### src/rtl/m4_rr_arbiter.sv
// -----------------------------------------------------------------------------
// m4_rr_arbiter
//
// Round-robin arbiter in front of the m4 4:1 mux. It is the only driver of the
// mux select lines, so the granted source is the one that appears on m4.out.
//
// Ports:
//   clk_i      rising-edge clock
//   rst_ni     asynchronous active-low reset (synchronous release upstream)
//   req_i[3:0] level requests, req_i[k] -> m4 input i(k+1), held until served
//   gnt_o[3:0] registered one-hot grant, or all zero when the mux is unowned
//   sel1_o     registered m4 select LSB (1 selects i2/i4)
//   sel2_o     registered m4 select MSB (1 selects i3/i4)
//   gnt_vld_o  registered, high while any grant bit is set
//
// Parameter:
//   HOLD_CYCLES  max consecutive cycles one owner keeps the grant while others
//                wait; legal range 1..255. Only used with the macro below.
//
// Build option:
//   M4_ARB_HOLD_LIMIT_EN  when defined, an owner that has held the grant for
//                         HOLD_CYCLES cycles is pre-empted if anyone else is
//                         waiting. When undefined, no hold counter exists and
//                         the owner keeps the grant until its request drops.
// -----------------------------------------------------------------------------
module m4_rr_arbiter #(
   parameter int unsigned HOLD_CYCLES = 16
) (
   input  logic       clk_i,
   input  logic       rst_ni,
   input  logic [3:0] req_i,
   output logic [3:0] gnt_o,
   output logic       sel1_o,
   output logic       sel2_o,
   output logic       gnt_vld_o
);

   typedef enum logic [0:0] {StIdle, StOwn} state_e;

   state_e     state_q, state_d;
   logic [3:0] gnt_q, gnt_d;
   logic [1:0] sel_q, sel_d;
   logic [1:0] last_q, last_d;

   logic [3:0] others;
   logic [1:0] pick_idx;
   logic       take_over;

   if (HOLD_CYCLES < 1 || HOLD_CYCLES > 255) begin : g_bad_hold
      $error("m4_rr_arbiter: HOLD_CYCLES must be in 1..255");
   end

   // First set bit of mask scanning upward from last+1 with wrap. The loop runs
   // from lowest priority (last itself) to highest so the final write wins.
   function automatic logic [1:0] rr_pick(input logic [3:0] mask, input logic [1:0] last);
      logic [1:0] idx;
      rr_pick = last;
      for (int i = 4; i >= 1; i--) begin
         idx = last + 2'(i);
         if (mask[idx]) begin
            rr_pick = idx;
         end
      end
   endfunction

   // In IDLE gnt_q is zero, so one picker serves both the initial grant and
   // handover. The current owner is never a candidate for its own handover.
   assign others   = req_i & ~gnt_q;
   assign pick_idx = rr_pick(others, last_q);

`ifdef M4_ARB_HOLD_LIMIT_EN
   logic [7:0] hold_cnt_q, hold_cnt_d;
   logic       hold_expired;

   // >= rather than == so a requester arriving after saturation still pre-empts.
   assign hold_expired = (hold_cnt_q >= 8'(HOLD_CYCLES - 1));
`endif

   always_comb begin
      state_d   = state_q;
      gnt_d     = gnt_q;
      sel_d     = sel_q;
      last_d    = last_q;
      take_over = 1'b0;
`ifdef M4_ARB_HOLD_LIMIT_EN
      hold_cnt_d = hold_cnt_q;
`endif

      case (state_q)
         StIdle: begin
            if (|req_i) begin
               take_over = 1'b1;
            end
         end
         StOwn: begin
            if (|(req_i & gnt_q)) begin
`ifdef M4_ARB_HOLD_LIMIT_EN
               if (hold_expired && |others) begin
                  take_over = 1'b1;
               end else if (hold_cnt_q < 8'(HOLD_CYCLES)) begin
                  hold_cnt_d = hold_cnt_q + 8'd1;
               end
`endif
            end else if (|others) begin
               take_over = 1'b1;
            end else begin
               // sel is left alone so the mux output stays stable while idle
               state_d = StIdle;
               gnt_d   = '0;
            end
         end
         default: begin
            state_d = StIdle;
            gnt_d   = '0;
         end
      endcase

      if (take_over) begin
         state_d = StOwn;
         gnt_d   = 4'b0001 << pick_idx;
         sel_d   = pick_idx;
         last_d  = pick_idx;
`ifdef M4_ARB_HOLD_LIMIT_EN
         hold_cnt_d = '0;
`endif
      end
   end

   always_ff @(posedge clk_i or negedge rst_ni) begin
      if (!rst_ni) begin
         state_q <= StIdle;
         gnt_q   <= '0;
         sel_q   <= '0;
         last_q  <= 2'd3;
`ifdef M4_ARB_HOLD_LIMIT_EN
         hold_cnt_q <= '0;
`endif
      end else begin
         state_q <= state_d;
         gnt_q   <= gnt_d;
         sel_q   <= sel_d;
         last_q  <= last_d;
`ifdef M4_ARB_HOLD_LIMIT_EN
         hold_cnt_q <= hold_cnt_d;
`endif
      end
   end

   assign gnt_o     = gnt_q;
   assign sel1_o    = sel_q[0];
   assign sel2_o    = sel_q[1];
   assign gnt_vld_o = (state_q == StOwn);

endmodule

### config.mk
export PLATFORM = sky130hd
export DESIGN_NAME = m4_rr_arbiter
export DESIGN_NICKNAME = d
export VERILOG_FILES = /design/src/rtl/m4_rr_arbiter.sv
export SDC_FILE = /design/constraint.sdc
export NUM_CORES = 1
export LEC_CHECK = 0
export ABC_CLOCK_PERIOD_IN_PS = 2950
export CAP_MARGIN = 20
export CORE_UTILIZATION = 29
export CTS_BUF_LIST = sky130_fd_sc_hd__clkbuf_4
export CTS_CLUSTER_SIZE = 12
export DETAILED_ROUTE_END_ITERATION = 8
export GPL_ROUTABILITY_DRIVEN = 0
export HOLD_SLACK_MARGIN = 0.08
export PLACE_DENSITY_LB_ADDON = 0.15
export SYNTH_ARGS = -nofsm -noshare
export SYNTH_HDL_FRONTEND = slang
export SYNTH_SLANG_ARGS = --single-unit
### constraint.sdc
create_clock -name clk_i -period 2.95 [get_ports clk_i]
set_input_delay 0.4425 -clock clk_i [delete_from_list [all_inputs] [get_ports clk_i]]
set_output_delay 0.4425 -clock clk_i [all_outputs]
set_load 0.02 [all_outputs]
==> flow_metrics.py, run 1 <==
metrics = {
    "clock_network": {
        "worst_setup_hold_path_clk_slew_ns": 0.06,
        "cts.htree.levels": 1,
        "insertion_delay_ns": 0.26,
        "ctsHoldBuffers": 0,
        "post_cts_resize_count": 0,
        "bufs_on_longest_clock_path": 2,
        "root_buffer": "sky130_fd_sc_hd__clkbuf_4",
        "post_cts.repair.setup_buffers": 0,
        "cts.sink_count": 9,
        "cts_buffers": 3,
        "cts_tree": "done",
    },
    "pwr": {
        "power_switching_mw": 0.297,
        "power_report.internal_total_mw": 0.467,
        "combPwrFrac": 0.551,
        "fin_total_pwr_mw": 0.764,
        "p_leak_nw": 0.284,
        "worst_ir_drop_vdd_v": 0.000381,
        "seq_power_share": 0.313,
        "power.share.switching": 0.389,
        "clkPwrFrac": 0.136,
        "cellPowerDensity_nw_per_um2": 1080,
    },
    "synth": {
        "synthSimpleGateAreaFrac": 0.184,
        "synthDistinctLibCells": 28,
        "synth_top_area_cell": "sky130_fd_sc_hd__dfrtp_1",
        "yosys_warnings": 0,
        "yosys-top-cells-count": "sky130_fd_sc_hd__dfrtp_1 (7), sky130_fd_sc_hd__a32o_1 (3), sky130_fd_sc_hd__mux2_4 (3), sky130_fd_sc_hd__nor2b_1 (3)",
        "synth.yosys.seq_area_share": 0.430,
        "ys_top_cells_by_area": "sky130_fd_sc_hd__dfrtp_1 (33%), sky130_fd_sc_hd__dfstp_2 (9.9%), sky130_fd_sc_hd__mux2_4 (8.5%)",
        "synthFlopType": "sky130_fd_sc_hd__dfrtp_1",
        "number_of_enable_type_register_cells_in_the_synthesized_netlist": 0,
        "synth-async-reset-ratio": 1.00,
        "ys_seq_elements": 9,
        "yosys.area_share.xor_xnor": 0,
        "synthMostInstantiatedCell": "sky130_fd_sc_hd__dfrtp_1",
        "dominant_combinational_cell_family_by_area_after_synthesis": "compound AO/OA/AOI/OAI gates",
        "synth_top_cell_area_share": 0.331,
        "synthesized_area_fraction_occupied_by_adder_cells": 0,
        "postSynthAreaPerCell_sq_um": 12.3,
        "mapped_nets": 49,
        "netlist_area_sq_um": 529,
        "syn_inst": 43,
        "muxShareOfSynthArea": 0.104,
        "share_of_the_synthesized_area_in_compound_gates_ao_oa_aoi_oai": 0.260,
    },
    "placed_design": {
        "dpl-instance-area_sq_um": 677,
        "place.port_buffers": 12,
        "detailedPlacementHpwl_um": 897,
        "pre_cts_ws_ns": 0.749,
        "dp.cells": 79,
    },
    "critical_path": {
        "cp.arrival_ns": 2.08,
        "setup.worst_path.end_class": "register",
        "crit_required_ns": 3.09,
        "timing_worst_setup_path_type": "in -> reg",
        "worstPathMaxFanout": 8,
        "crit-reg2reg-launch": "gnt_o[0]",
        "critical_path.startpoint_type": "input pin",
        "critPathLaunch": "req_i[0]",
    },
    "route": {
        "postRouteAntennaNets": 0,
        "drtPass1Iterations": 5,
        "via_count": 437,
        "totalWireLength_um": 1160,
        "post-route-drc-count": 0,
        "wl_per_cell_um": 13.9,
        "drt_iter0_drc": 10,
        "post_drt_via_cell_ratio": 5.27,
    },
    "floorplanning": {
        "floorplan.core_area_sq_um": 1730,
        "ioPinCount": 13,
        "die_width_um": 44.7,
        "fp-row-count": 15,
        "dieArea_sq_um": 2000,
        "floorplan.initialDensity": 0.307,
        "die_height_um": 44.7,
    },
    "final_layout": {
        "finish.utilization": 0.409,
        "antenna_cells_inserted": 0,
        "fin_nets": 65,
        "final_cells": 83,
        "areaGrowthSynthToFinish_pct": 33.6,
        "fraction_of_layout_instances_using_a_drive_strength_above_1": 0.241,
        "layout.cell_area.non_filler_sq_um": 707,
    },
    "worst_hold_path": {
        "hold_class": "in -> async",
    },
    "grt": {
        "grt_pass1_wl_um": 1910,
        "grt_antenna_before_repair": 0,
        "gr-usage-all-layers": 0.133,
        "first_global_vias": 405,
        "grt.overflow.total": 0,
        "grt_start_max_net_pins": 10,
    },
    "sta": {
        "slew_viol_final": 0,
        "setup_ws_ns": 1.01,
        "rsz0062_at_grt": "no",
        "fin_crit_ns": 1.94,
        "min_hold_slack_ns": 0.481,
        "tns_ns": 0,
        "timing_hold_violations_final": 0,
        "layout_worst_path_cycle_share": 0.657,
        "worstMarginPinSlew_ns": 0.472,
        "max_freq_mhz": 516,
        "clock_skew_ns": 0.00153,
        "report.final.setup_viol": 0,
        "slew-limit-headroom": 0.683,
    },
    "outcome": {
        "outcome": "completed",
    },
    "job": {
        "maxCapViolCount": 0,
    },
}
## path summary, 6_finish.rpt
path / endpoint / slack, ns / depth (start not counted)
max: sel_q[0] / 1.01 / 5
min: gnt_o[3] / 0.48 / 1
max reg2reg: sel_q[0] / 1.27 / 4
min reg2reg: sel_q[1] / 0.51 / 1
max in group asynchronous: last_q[1] / 2.15 / 1
min in group clk_i: sel_q[1] / 0.51 / 1
## logic make-up after synthesis
logic type | Yosys count
flops | 9
mux | 4
buf+inv | 3
compound gates | 15
simple gates | 12
## area by class of cell
cell class                 count  area (sq um)
inverter                       2          7.51
tap                           25          31.3
timing repair buffer          12           120
clock buffer                   4          30.0
multi-input combinational     31           290
fill                         186          1020
sequential                     9           228
## registers in the layout, summed over array words and instances, names as in the netlist
register   cells
gnt_o          4
last_q         2
gnt_vld_o      1
sel_q          2
## power groups by stage
stage	clock network [mW]	logic, mW	registers, mW
after detailed placement	0	0.418	0.244
after global placement	0	0.419	0.244
after floorplan	0	0.272	0.260
after CTS	0.108	0.421	0.241
after global routing	0.113	0.458	0.250
final	0.104	0.421	0.239
## layout by cell type, fill, tap and decap left out, types with 2 or more instances in the layout
master,n
sky130_fd_sc_hd__a32o_1,3
sky130_fd_sc_hd__clkbuf_4,4
sky130_fd_sc_hd__clkdlybuf4s50_1,12
sky130_fd_sc_hd__dfrtp_1,7
sky130_fd_sc_hd__dfstp_2,2
sky130_fd_sc_hd__inv_1,2
sky130_fd_sc_hd__mux2_4,3
sky130_fd_sc_hd__nand2b_1,2
sky130_fd_sc_hd__nor2b_1,3
## metal layers
metal / wire length, um / up-vias / global-route usage
met5: 0 / - / 0
met4: 6 / 0 / 0.0727
met3: 70 / 2 / 0.0160
met2: 499 / 14 / 0.176
met1: 579 / 216 / 0.207
li1: - / 205 / -
## critical path: stages
cell and delay, ns:
sky130_fd_sc_hd__clkdlybuf4s50_1 0.45, sky130_fd_sc_hd__a222oi_1 0.34, sky130_fd_sc_hd__nand3_1 0.20, sky130_fd_sc_hd__o22ai_4 0.31, sky130_fd_sc_hd__mux2_4 0.33
Note: power is estimated with default switching activity, not from simulation.
==> run 2, diff against run 1 <==
--- a/config.mk
+++ b/config.mk
@@ -5,7 +5,7 @@
 export SDC_FILE = /design/constraint.sdc
 export NUM_CORES = 1
 export LEC_CHECK = 0
-export ABC_CLOCK_PERIOD_IN_PS = 2950
+export ABC_CLOCK_PERIOD_IN_PS = 1770
 export CAP_MARGIN = 20
 export CORE_UTILIZATION = 29
 export CTS_BUF_LIST = sky130_fd_sc_hd__clkbuf_4
==> constraint.sdc (replaced) <==
create_clock -name clk_i -period 1.77 [get_ports clk_i]
set_input_delay 0.2655 -clock clk_i [delete_from_list [all_inputs] [get_ports clk_i]]
set_output_delay 0.2655 -clock clk_i [all_outputs]
set_load 0.02 [all_outputs]
==> run 2 against run 1 <==
Against the previous run:
- clock skew increased by 0.0040 ns
- power up 74%
- final cell count increased by 11%
- critical path type unchanged
- critical path depth unchanged
- critical endpoint unchanged
- final area up 10%
- utilization grew 4.1 points
==> flow_metrics.py, run 2 (synthesized netlist as in run 1, its figures left out) <==
metrics = {
    "clock_network": {
        "post_cts_resize_count": 0,
        "cts_buffers": 3,
        "bufs_on_longest_clock_path": 2,
        "post_cts.repair.setup_buffers": 0,
        "cts_tree": "done",
        "worst_setup_hold_path_clk_slew_ns": 0.06,
        "cts.htree.levels": 1,
        "ctsHoldBuffers": 0,
        "root_buffer": "sky130_fd_sc_hd__clkbuf_4",
        "cts.sink_count": 9,
        "insertion_delay_ns": 0.26,
    },
    "route": {
        "drtPass1Iterations": 4,
        "via_count": 452,
        "drt_iter0_drc": 7,
        "postRouteAntennaNets": 0,
        "post_drt_via_cell_ratio": 4.91,
        "totalWireLength_um": 1190,
        "wl_per_cell_um": 12.9,
        "post-route-drc-count": 0,
    },
    "critical_path": {
        "worst_r2r_path_depth": 4,
        "timing.critical_path.slowest_cell_delay_ns": 0.45,
        "cp.arrival_ns": 1.80,
        "cp_cell_sequence": "clkdlybuf4s50_1 > a222oi_1 > nand3_1 > o22ai_4 > mux2_4",
        "worst-path-buf-inv": 1,
        "setup.worst_path.end_class": "register",
        "worstPathMaxFanout": 4,
        "cpLargestDelayFamily": "compound AO/OA/AOI/OAI gates",
        "crit_required_ns": 1.91,
        "timing_worst_setup_path_type": "in -> reg",
        "critical_path.startpoint_type": "input pin",
        "critical-path-slowest-cell": "sky130_fd_sc_hd__clkdlybuf4s50_1",
        "crit_cells": 5,
    },
    "grt": {
        "grt_antenna_before_repair": 0,
        "grt_pass1_wl_um": 1890,
        "grt_start_max_net_pins": 10,
        "gr-usage-all-layers": 0.134,
        "grt.overflow.total": 0,
        "first_global_vias": 432,
    },
    "pwr": {
        "cellPowerDensity_nw_per_um2": 1710,
        "worst_ir_drop_vdd_v": 0.000727,
        "p_leak_nw": 0.330,
        "fin_total_pwr_mw": 1.33,
    },
    "floorplanning": {
        "die_width_um": 44.7,
        "ioPinCount": 13,
        "floorplan.initialDensity": 0.307,
        "dieArea_sq_um": 2000,
        "die_height_um": 44.7,
        "fp-row-count": 15,
        "floorplan.core_area_sq_um": 1730,
    },
    "final_layout": {
        "fraction_of_layout_instances_using_a_drive_strength_above_1": 0.343,
        "fin_nets": 74,
        "areaGrowthSynthToFinish_pct": 47.0,
        "layout.cells.most_common": "sky130_fd_sc_hd__clkdlybuf4s50_1",
        "fillCellCount": 176,
        "final_cell_mix": "sky130_fd_sc_hd__clkdlybuf4s50_1 (12), sky130_fd_sc_hd__buf_4 (8), sky130_fd_sc_hd__dfrtp_1 (7)",
        "antenna_cells_inserted": 0,
        "finish.utilization": 0.451,
        "largest_register_ff_count": 4,
    },
    "sta": {
        "slew_viol_final": 0,
        "fin_crit_ns": 1.65,
        "layout_worst_path_cycle_share": 0.934,
        "clock_skew_ns": 0.00552,
        "slew-limit-headroom": 0.735,
        "rsz0062_at_grt": "no",
        "max_freq_mhz": 605,
        "worstMarginPinSlew_ns": 0.396,
        "timing_hold_violations_final": 0,
        "tns_ns": 0,
        "report.final.setup_viol": 0,
    },
    "worst_hold_path": {
        "hold_class": "in -> async",
    },
    "outcome": {
        "outcome": "completed",
    },
    "placed_design": {
        "place.port_buffers": 12,
        "detailedPlacementHpwl_um": 933,
    },
    "job": {
        "maxCapViolCount": 0,
    },
}
==> run 2: path summary, 6_finish.rpt <==
check                          from   endpoint  slack (ns)
setup / recovery           req_i[0]   sel_q[0]        0.12
hold / removal               rst_ni   sel_q[0]        0.30
setup reg to reg           gnt_o[0]   sel_q[0]        0.15
hold reg to reg            sel_q[0]   sel_q[0]        0.52
max in group asynchronous    rst_ni  last_q[1]        1.16
min in group clk_i         sel_q[0]   sel_q[0]        0.52
==> run 2: metrics by stage <==
stage | hold slack (ns) | setup slack (ns) | instances | instance area (sq um)
after floorplan | -0.0301 | 0.0911 | 43 | 529
after global placement | 0.511 | -0.213 | 88 | 744
after detailed placement | 0.507 | -0.203 | 88 | 744
after CTS | 0.311 | 0.0653 | 92 | 774
after global routing | 0.315 | 0.0132 | 92 | 778
final | 0.299 | 0.117 | 92 | 778
==> run 2: worst reg2reg max path: stages (launching register included) <==
cell and delay, ns:
sky130_fd_sc_hd__dfrtp_1 0.41, sky130_fd_sc_hd__a222oi_1 0.36, sky130_fd_sc_hd__nand3_1 0.19, sky130_fd_sc_hd__o22ai_4 0.22
sky130_fd_sc_hd__mux2_4 0.33
==> run 2: final cells by class <==
class                      count  area, sq um  share of cell area
clock buffer                   4         30.0              0.0386
inverter                       2         7.51             0.00965
multi-input combinational     31          290               0.373
sequential                     9          228               0.293
tap                           25         31.3              0.0402
timing repair buffer          21          191               0.246
==> run 2: power breakdown <==
group,switching [mW],internal [mW]
sequential,0.0893,0.310
clock,0.0669,0.102
combinational,0.343,0.416
==> run 2: metal layers <==
layer  GRT usage  routed length, um  vias up
met5           0                  0        -
met4      0.0727                  6        0
met3      0.0280                 47        2
met2       0.215                593       10
met1       0.170                537      218
li1            -                  -      222
